[src/rtl/ulaplus_palette_pkg.sv]
// Shared types, sizes and the default-colour helper for the ULA+ palette store.
package ulaplus_palette_pkg;

  localparam int unsigned PALETTE_DEPTH = 64;
  localparam int unsigned PALETTE_AW    = 6;

  // One palette entry as stored in RAM and driven on rgb: GGGRRRBB.
  typedef struct packed {
    logic [2:0] g;
    logic [2:0] r;
    logic [1:0] b;
  } palette_rgb_t;

  // Power-up initialisation sequencer states (used only when init is built in).
  typedef enum logic [0:0] {
    ST_INIT = 1'b0,
    ST_RUN  = 1'b1
  } init_state_t;

  // Default colour of an entry depends only on its low three index bits:
  // each set bit selects the bright level of its channel.
  function automatic palette_rgb_t palette_default(input logic [2:0] colour);
    palette_rgb_t c;
    c.g = colour[2] ? 3'b101 : 3'b000;
    c.r = colour[1] ? 3'b101 : 3'b000;
    c.b = colour[0] ? 2'b10  : 2'b00;
    return c;
  endfunction

endpackage

[src/rtl/ulaplus_palette_ram.sv]
// 64 x 8 single-port palette RAM, synchronous write and 1-cycle synchronous read.
// The one read port steers its data into a video or a CPU output register, so
// a CPU access never disturbs the last colour handed to the video path.
module ulaplus_palette_ram
  import ulaplus_palette_pkg::*;
(
  input  logic                  clk28,
  input  logic                  rst,
  input  logic                  en,
  input  logic                  we,
  input  logic                  to_cpu,
  input  logic [PALETTE_AW-1:0] addr,
  input  logic [7:0]            wdata,
  output logic [7:0]            vid_rdata,
  output logic [7:0]            cpu_rdata
);

  logic [7:0] mem_q [PALETTE_DEPTH];
  logic [7:0] vid_rdata_q, vid_rdata_d;
  logic [7:0] cpu_rdata_q, cpu_rdata_d;

  // Array write port; contents are deliberately not cleared by reset.
  always_ff @(posedge clk28) begin
    if (en && we) begin
      mem_q[addr] <= wdata;
    end
  end

  // Route a read to the requester's output register; the other one holds.
  always_comb begin
    vid_rdata_d = vid_rdata_q;
    cpu_rdata_d = cpu_rdata_q;
    if (en && !we) begin
      if (to_cpu) begin
        cpu_rdata_d = mem_q[addr];
      end else begin
        vid_rdata_d = mem_q[addr];
      end
    end else begin
      cpu_rdata_d = cpu_rdata_q;
    end
  end

  // Read data registers.
  always_ff @(posedge clk28) begin
    if (rst) begin
      vid_rdata_q <= 8'h00;
      cpu_rdata_q <= 8'h00;
    end else begin
      vid_rdata_q <= vid_rdata_d;
      cpu_rdata_q <= cpu_rdata_d;
    end
  end

  assign vid_rdata = vid_rdata_q;
  assign cpu_rdata = cpu_rdata_q;

endmodule

[src/rtl/ulaplus_palette.sv]
// ULA+ palette store: CPU request capture, video-priority RAM arbiter with a
// bounded CPU starve limit, and optional power-up colour initialisation.
// Optional feature macro: ULAPLUS_PALETTE_INIT_EN (reset loads default colours).
module ulaplus_palette
  import ulaplus_palette_pkg::*;
#(
  parameter int unsigned STARVE_MAX = 4
) (
  input  logic       clk28,
  input  logic       rst,
  input  logic       read_req,
  input  logic       write_req,
  input  logic [5:0] rw_addr,
  input  logic [7:0] wr_data,
  output logic [7:0] d_out,
  output logic       d_out_active,
  input  logic       pix_valid,
  input  logic [5:0] pix_index,
  output logic [7:0] rgb,
  output logic       rgb_valid,
  output logic       busy
);

  localparam int unsigned SW = $clog2(STARVE_MAX + 1);
  localparam logic [SW-1:0] STARVE_LIM = SW'(STARVE_MAX);

  logic            rd_prev_q, rd_prev_d, wr_prev_q, wr_prev_d;
  logic            pend_q, pend_d, pend_wr_q, pend_wr_d;
  logic [5:0]      pend_addr_q, pend_addr_d;
  logic [7:0]      pend_data_q, pend_data_d;
  logic [SW-1:0]   starve_q, starve_d;
  logic            rgb_valid_q, rgb_valid_d;
  logic            d_out_active_q, d_out_active_d;

  logic            rd_edge_s, wr_edge_s, pend_live_s, cpu_go_s, vid_go_s;
  logic            run_s, init_wr_s;
  logic [5:0]      init_addr_s;
  logic            ram_en_s, ram_we_s, ram_to_cpu_s;
  logic [5:0]      ram_addr_s;
  logic [7:0]      ram_wdata_s;

`ifdef ULAPLUS_PALETTE_INIT_EN
  init_state_t     state_q, state_d;
  logic [5:0]      init_addr_q, init_addr_d;
  logic            busy_q, busy_d;

  // Init sequencer: one default-colour write per cycle, then run forever.
  always_comb begin
    state_d     = state_q;
    init_addr_d = init_addr_q;
    case (state_q)
      ST_INIT: begin
        init_addr_d = init_addr_q + 6'd1;
        if (init_addr_q == 6'(PALETTE_DEPTH - 1)) begin
          state_d = ST_RUN;
        end else begin
          state_d = ST_INIT;
        end
      end
      ST_RUN: begin
        state_d = ST_RUN;
      end
      default: begin
        state_d     = ST_INIT;
        init_addr_d = 6'd0;
      end
    endcase
    busy_d = (state_d == ST_INIT);
  end

  // Init sequencer registers; any reset restarts the fill from entry 0.
  always_ff @(posedge clk28) begin
    if (rst) begin
      state_q     <= ST_INIT;
      init_addr_q <= 6'd0;
      busy_q      <= 1'b1;
    end else begin
      state_q     <= state_d;
      init_addr_q <= init_addr_d;
      busy_q      <= busy_d;
    end
  end

  assign run_s       = (state_q == ST_RUN);
  assign init_wr_s   = (state_q == ST_INIT);
  assign init_addr_s = init_addr_q;
  assign busy        = busy_q;
`else
  assign run_s       = 1'b1;
  assign init_wr_s   = 1'b0;
  assign init_addr_s = 6'd0;
  assign busy        = 1'b0;
`endif

  // Capture, arbitration, starve counting and RAM port selection.
  always_comb begin
    rd_edge_s   = read_req && !rd_prev_q;
    wr_edge_s   = write_req && !wr_prev_q;
    // A pending read dies as soon as the CPU abandons its IO cycle.
    pend_live_s = pend_q && (pend_wr_q || read_req);
    cpu_go_s    = run_s && pend_live_s && (!pix_valid || (starve_q == STARVE_LIM));
    vid_go_s    = run_s && pix_valid && !cpu_go_s;

    ram_en_s     = 1'b0;
    ram_we_s     = 1'b0;
    ram_to_cpu_s = 1'b0;
    ram_addr_s   = pix_index;
    ram_wdata_s  = pend_data_q;
    if (init_wr_s) begin
      ram_en_s    = 1'b1;
      ram_we_s    = 1'b1;
      ram_addr_s  = init_addr_s;
      ram_wdata_s = palette_default(init_addr_s[2:0]);
    end else if (cpu_go_s) begin
      ram_en_s     = 1'b1;
      ram_we_s     = pend_wr_q;
      ram_to_cpu_s = 1'b1;
      ram_addr_s   = pend_addr_q;
    end else if (vid_go_s) begin
      ram_en_s = 1'b1;
    end else begin
      ram_en_s = 1'b0;
    end

    rd_prev_d   = read_req;
    wr_prev_d   = write_req;
    pend_d      = pend_q;
    pend_wr_d   = pend_wr_q;
    pend_addr_d = pend_addr_q;
    pend_data_d = pend_data_q;
    // Newest edge always replaces whatever is pending; write beats a read edge.
    if (wr_edge_s || rd_edge_s) begin
      pend_d      = 1'b1;
      pend_wr_d   = wr_edge_s;
      pend_addr_d = rw_addr;
      pend_data_d = wr_data;
    end else if (cpu_go_s || (pend_q && !pend_live_s)) begin
      pend_d = 1'b0;
    end else begin
      pend_d = pend_q;
    end

    if (cpu_go_s || !pend_live_s) begin
      starve_d = {SW{1'b0}};
    end else if (vid_go_s) begin
      starve_d = starve_q + SW'(1);
    end else begin
      starve_d = starve_q;
    end

    // A preempted pixel cycle still reports valid; the RAM keeps the old colour.
    rgb_valid_d = run_s && pix_valid;

    if (cpu_go_s && !pend_wr_q) begin
      d_out_active_d = 1'b1;
    end else if (!read_req) begin
      d_out_active_d = 1'b0;
    end else begin
      d_out_active_d = d_out_active_q;
    end
  end

  // Request, arbiter and output-flag registers.
  always_ff @(posedge clk28) begin
    if (rst) begin
      rd_prev_q      <= 1'b0;
      wr_prev_q      <= 1'b0;
      pend_q         <= 1'b0;
      pend_wr_q      <= 1'b0;
      pend_addr_q    <= 6'd0;
      pend_data_q    <= 8'h00;
      starve_q       <= {SW{1'b0}};
      rgb_valid_q    <= 1'b0;
      d_out_active_q <= 1'b0;
    end else begin
      rd_prev_q      <= rd_prev_d;
      wr_prev_q      <= wr_prev_d;
      pend_q         <= pend_d;
      pend_wr_q      <= pend_wr_d;
      pend_addr_q    <= pend_addr_d;
      pend_data_q    <= pend_data_d;
      starve_q       <= starve_d;
      rgb_valid_q    <= rgb_valid_d;
      d_out_active_q <= d_out_active_d;
    end
  end

  ulaplus_palette_ram u_ram (
    .clk28     (clk28),
    .rst       (rst),
    .en        (ram_en_s),
    .we        (ram_we_s),
    .to_cpu    (ram_to_cpu_s),
    .addr      (ram_addr_s),
    .wdata     (ram_wdata_s),
    .vid_rdata (rgb),
    .cpu_rdata (d_out)
  );

  assign rgb_valid    = rgb_valid_q;
  assign d_out_active = d_out_active_q;

endmodule

[config.mk]
export PLATFORM = sky130hd
export DESIGN_NAME = ulaplus_palette
export DESIGN_NICKNAME = d
export VERILOG_FILES = /design/src/rtl/ulaplus_palette_pkg.sv /design/src/rtl/ulaplus_palette_ram.sv /design/src/rtl/ulaplus_palette.sv
export SDC_FILE = /design/constraint.sdc
export NUM_CORES = 1
export LEC_CHECK = 0
export ABC_CLOCK_PERIOD_IN_PS = 5900
export CAP_MARGIN = 25
export CORE_ASPECT_RATIO = 0.6
export CORE_MARGIN = 5
export CORE_UTILIZATION = 52
export CTS_BUF_LIST = sky130_fd_sc_hd__clkbuf_2 sky130_fd_sc_hd__clkbuf_4 sky130_fd_sc_hd__clkbuf_8
export DETAILED_ROUTE_END_ITERATION = 7
export PLACE_DENSITY = 0.65
export RECOVER_POWER = 100
export SLEW_MARGIN = 30
export SYNTH_ARGS = -nofsm -noshare
export SYNTH_HDL_FRONTEND = slang
export SYNTH_HIERARCHICAL = 1
export SYNTH_SLANG_ARGS = --single-unit
[constraint.sdc]
create_clock -name clk28 -period 5.9 [get_ports clk28]
set_input_delay 1.18 -clock clk28 [delete_from_list [all_inputs] [get_ports clk28]]
set_output_delay 1.18 -clock clk28 [all_outputs]
set_load 0.01 [all_outputs]
Yosys cells after proc, flatten, opt, wreduce, memory -nomap -nowiden
Memory sizes are Yosys's and may differ from the RTL's.
Cells that the tools add are included.
{"block": "op_classes", "add_sub_neg": 1, "mul": 0, "n_div": 0, "order_cmp": 0, "eq_ne": 2, "shift": 0, "muxes": 11, "bitwise": 1, "reduce_logical": 25}
{"op": "1-bit two-way mux", "count": 10}
{"op": "1-bit logical AND", "count": 9}
{"op": "1-bit logical NOT", "count": 7}
{"op": "6-bit two-way mux", "count": 1}
{"op": "1-bit logical OR", "count": 5}
{"op": "2-bit AND reduction", "count": 2}
{"op": "3-bit by 1-bit adder with 3-bit output (second input constant)", "count": 1}
{"op": "3-bit == test (second input constant)", "count": 1}
{"op": "2-bit by 1-bit inequality test with 1-bit output (second input constant)", "count": 1}
{"op": "2-bit nonzero test", "count": 1}
{"op": "2-bit OR reduction", "count": 1}
{"op": "1-bit NOT", "count": 1}
{"block": "word_totals", "regBits": 39, "latchBits": 0, "ram_bits": 512, "mem_bits_ro": 0, "wordCells": 52, "n_memories": 1}
{"name": "u_ram.mem_q", "words": 64, "word_bits": 8, "read_ports": 1, "rd_ports_with_merged_regs": 0, "write_ports": 1, "line": "ulaplus_palette_ram.sv:18", "text": "logic [7:0] mem_q [PALETTE_DEPTH];"}

Depth between registers and ports, before layout
{"block": "depth", "ltp_word": 10, "ltp_mapped": 16, "mapped_depth_nobuf": 11}

By module
The synthesis kept the hierarchy.
{"module": "ulaplus_palette_ram", "n_inst": 1, "cells_per_inst": 1298, "area_each_um2": 21050.2, "seq_area_each_um2": 15695.1}
{"module": "ulaplus_palette", "n_inst": 1, "cells_per_inst": 108, "area_each_um2": 972.2, "seq_area_each_um2": 460.4}

Worst setup path after synthesis
No wires, ideal clock.
{"block": "synth_path", "path_type": "input to register", "startpoint": "input port read_req", "endpoint": "memory u_ram.mem_q[10][0] (enable)", "setup_time_ns": 0.370, "arrival_time_ns": 3.449, "t_required_ns": 5.530, "slack_ns": 2.080, "cell_stages": 11, "n_path_buf": 5, "path_cell_list": "o21ai_2 a21oi_4 mux2_2 buf_6 buf_2 buf_4 buf_2 buf_2 nor2_1 nand2_1 nor2_1"}
{"block": "synth_via", "word_cells_on_any_way": 12}
{"element": "start, declared", "line": "ulaplus_palette.sv:11", "text": "input logic read_req,"}
{"element": "1-bit logical OR", "line": "ulaplus_palette.sv:100", "text": "pend_live_s = pend_q && (pend_wr_q || read_req);"}
{"element": "1-bit logical AND", "line": "ulaplus_palette.sv:100"}
{"element": "1-bit logical AND", "line": "ulaplus_palette.sv:101", "text": "cpu_go_s = run_s && pend_live_s && (!pix_valid || (starve_q == STARVE_LIM));"}
{"element": "named net cpu_go_s", "line": "ulaplus_palette.sv:35", "text": "logic rd_edge_s, wr_edge_s, pend_live_s, cpu_go_s, vid_go_s;"}
{"element": "6-bit two-way mux", "line": "ulaplus_palette.sv:114", "text": "end else if (cpu_go_s) begin"}
{"element": "named net ram_addr_s[2]", "line": "ulaplus_palette.sv:39", "text": "logic [5:0] ram_addr_s;"}
{"element": "end, declared", "line": "ulaplus_palette_ram.sv:18"}
The timed path passes the listed nets, and every way through them passes these cells.

Worst setup path in the final report
{"block": "layout_path", "startpoint": "input port read_req", "endpoint": "memory u_ram.mem_q[8][4] (enable)"}
The elaborated chain is that of the path after synthesis.

==> results by group <==
Floorplan
  – Die Span X: 276 µm
  – IO Pins: 44
  – Row cnt: 58
  – Core area: 41900 µm²
  – Starting Density: roughly 53%
  – Die H: 169 µm
  – DIE AREA: approximately 47000 µm²

Logic synthesis
  – Synth Instances: 1406
  – Leading post-synthesis cells by cell area: edfxtp_1 70%, dfxtp_1 3.5%, a22oi_1 2.5%, mux2i_1 1.9%, nor2_1 1.9%
  – Post-synth EDFFs: 512
  – Synth top area share: 69.8%
  – Most common cell in the netlist: edfxtp_1
  – Cell area after synthesis: 22000 µm²
  – Post-synth top cells: 512 x edfxtp_1, 112 x nor2_1, 73 x a22oi_1, 54 x buf_2, 51 x a21oi_1
  – Synth Flop Type: edfxtp_1
  – Synth area leader: edfxtp_1
  – Yosys reg bits: 551
  – Unique masters post-synth: 80
  – Seq/Total Area, Yosys: 73.4%
  – Synth warn: 6
  – Post-Syn Nets: 1433
  – Syn Area/Cell: ~16 µm²
  – Ys async rst share: 0%

Critical path
  – Setup Crit Path Kind: input port to flip-flop
  – Critical Path Start Type: input port
  – Crit path capture type: flip-flop
  – Req. time, crit path: 6.21 ns
  – Critical Path AT: about 5.7 ns
  – R2R setup slack: 1.22 ns
  – Worst-case reg-to-reg path depth: 10
  – R2r startpoint: starve_q[0]
  – R2r endpoint: u_ram/mem_q[8][4]
  – Crit path from: read_req
  – CP max FO: 37

Timing
  – Final worst-path cycle share: between 90 and 100%
  – Final Max Tran Viols: 568
  – Slew headroom: -137%
  – Setup Total Neg Slack: 0 ns
  – Worst-Margin Slew: approximately 3.6 ns
  – Achievable frequency: 185 MHz
  – Hold Vio Cnt, Final: 0
  – Shortest period the worst path allows: 5.42 ns
  – RSZ-0062 raised after global routing: no
  – Endpoints failing setup: 0
  – Skew final: approximately 0.031 ns

GRT
  – Initial antenna violation count: 0
  – First-pass GRT wire length: 94600 µm
  – M2 GR Usage: 36.4%
  – All-Layer GR Usage: 28.1%
  – Gr busiest metal: met1
  – Met1 usage: 45.2%
  – Number of global-route vias before repair: 13300
  – GR Layer Usage met3: 9.41%
  – Grt ovf: 0
  – Pin count of the biggest net entering global routing: 66

Clock network
  – Reg clk slew, reported paths: ~0.060 ns
  – Hold_buf cts: 0
  – Clock latency on the worst-skew pair: 0.66 ns
  – TritonCTS buffer count: 78
  – Clk sinks: 551
  – Longest Clk Path Bufs: 3
  – CTS Root Cell: clkbuf_8
  – Post-CTS setup buffer count: 0
  – H-tree depth: 3
  – Post-CTS Resized: 0
  – CTS tree: built

Placement
  – PortBufs: between 40 and 50
  – GPL Wtd Cong: 0.978
  – Post-detail-place hpwl: around 42000 µm
  – Post-DP Area: 23500 µm²

Detailed routing
  – Antenna Nets Post-Route: 0
  – Via/cell ratio: roughly 6.6
  – DR DRC count: 0
  – Pre-antenna DRT Iters: 5
  – Initial DRC Count: 2194
  – Final WL: ~66000 µm
  – DR vias: around 14000
  – Wirelength per Cell: 30.5 µm

Power
  – Sw frac: roughly 24%
  – VDD IR max: 0.000192 V
  – Switch Pwr: around 1.9 mW
  – Cell Int Power: 6.05 mW
  – Static leakage: ~8.3 nW
  – Clock Power Share: 37.2%
  – Pwr Density: 322 nW/µm²
  – Reg power frac: 54.1%
  – Tot Pwr: approximately 8 mW
  – Combinational share of power: between 8 and 9%

Outcome
  – Outcome: finished, violations left
  – Violated checks: capacitance limit, slew limit

Layout
  – Post-route cell area: 24800 µm²
  – Area growth from synthesis to layout: 12.8%
  – Final nets: 1558
  – Layout cells sized above 1: 15.8%

Min path
  – Hold path depth: 1
  – Hold EP: starve_q[0]
  – Min-delay src: starve_q[0]
  – Worst min path class: flip-flop to flip-flop

Run
  – MaxCap Viol Count: 10
-- layer usage --
layer,part of all wire (%),vias to the layer above
met1,43,7190
met4,2.4,0
li1,-,5950
met2,40,1068
met3,15,131
met5,0,-
-- how the worst max path moves through the flow --
stage                               endpoint  slack [ns]  depth (start not counted)
after detailed placement  u_ram/vid_rdata[7]        0.34                         10
after floorplan           u_ram/mem_q[10][0]        2.08                         11
after global placement    u_ram/vid_rdata[7]        0.41                         10
after CTS                 u_ram/vid_rdata[7]        1.01                         10
after global routing       u_ram/mem_q[8][2]        0.33                          9
final                      u_ram/mem_q[8][4]        0.48                          9
-- area by class of cell --
type	instances	area, µm²
clock inverters	33	218
inverters	8	30.0
well taps	570	713
multi-input cells	740	5280
repair buffers	152	1130
diodes	1	2.50
fillers	3241	17000
flip-flops and latches	551	16200
clock buffers	107	1300
-- power groups by stage --
stage,Combinational [mW],Clock [mW],Sequential [mW]
2_1_floorplan,0.355,0,4.43
3_3_place_gp,0.682,0,4.40
3_5_place_dp,0.687,0,4.40
4_1_cts,0.688,3.01,4.32
5_1_grt,0.727,3.18,4.33
6_report,0.700,2.97,4.33
-- cells by family after synthesis --
kind of cell / count (synthesis) / synth area share [%]
flops: 551 / 73.4
compound gates: 368 / 12.6
simple gates: 295 / 7.41
buf+inv: 115 / 2.66
mux: 74 / 3.87
fa+ha+maj: 2 / 0.114
other cells: 1 / 0.0170
-- worst max-delay path, cell delays in order --
cell,delay (ns)
dlygate4sd3_1,0.59
o21ai_0,0.47
a21oi_4,0.16
mux2_4,0.54
nor2_1,1.25
buf_16,0.26
nand2_1,0.25
nor2_1,0.61
clkbuf_1,0.38
-- sequential cells by signal, indices dropped and copies added (netlist names) --
name and flops:
rd_prev_q 1, d_out_active 1, pend_addr_q 6, rgb_valid 1
starve_q 3, pend_data_q 8, u_ram/vid_rdata 8, u_ram/cpu_rdata 8
wr_prev_q 1, pend_wr_q 1, u_ram/mem_q 512, pend_q 1
-- stage by stage --
step,cells,hold WS (ns),setup WS [ns],util (%)
4_1_cts,2160,0.451,1.01,59.7
3_3_place_gp,2020,0.426,0.408,56.1
5_1_grt,2161,0.466,0.329,59.3
2_1_floorplan,1406,0.417,2.08,-
6_report,2162,0.445,0.482,59.3
3_5_place_dp,2020,0.438,0.335,56.1
-- layout by cell type (no fill, tap or decap), types with 7 or more instances in the layout --
master,netlist,routed
a21oi_1,51,51
edfxtp_1,512,512
dlygate4sd3_1,0,20
o21ai_0,24,25
mux2i_1,42,42
buf_4,11,60
clkbuf_1,32,46
o22ai_1,24,24
nand2b_1,8,8
o221ai_1,11,11
a211oi_1,16,16
nand2_1,19,19
o2bb2ai_1,8,8
clkdlybuf4s50_1,0,22
clkinv_1,2,20
or3b_2,18,18
a221oi_1,36,36
clkbuf_4,0,28
nand3b_1,25,25
nor3b_1,9,9
a22oi_1,73,73
and3_1,7,7
dfxtp_1,39,33
a22o_1,38,38
nor4_1,4,8
clkbuf_8,0,79
nor3_1,13,13
a31oi_1,7,7
a221o_1,14,14
nand3_1,35,35
a211o_1,7,7
mux2_2,24,21
nor2_1,112,111
No activity file was read; power rests on OpenSTA's default activity.
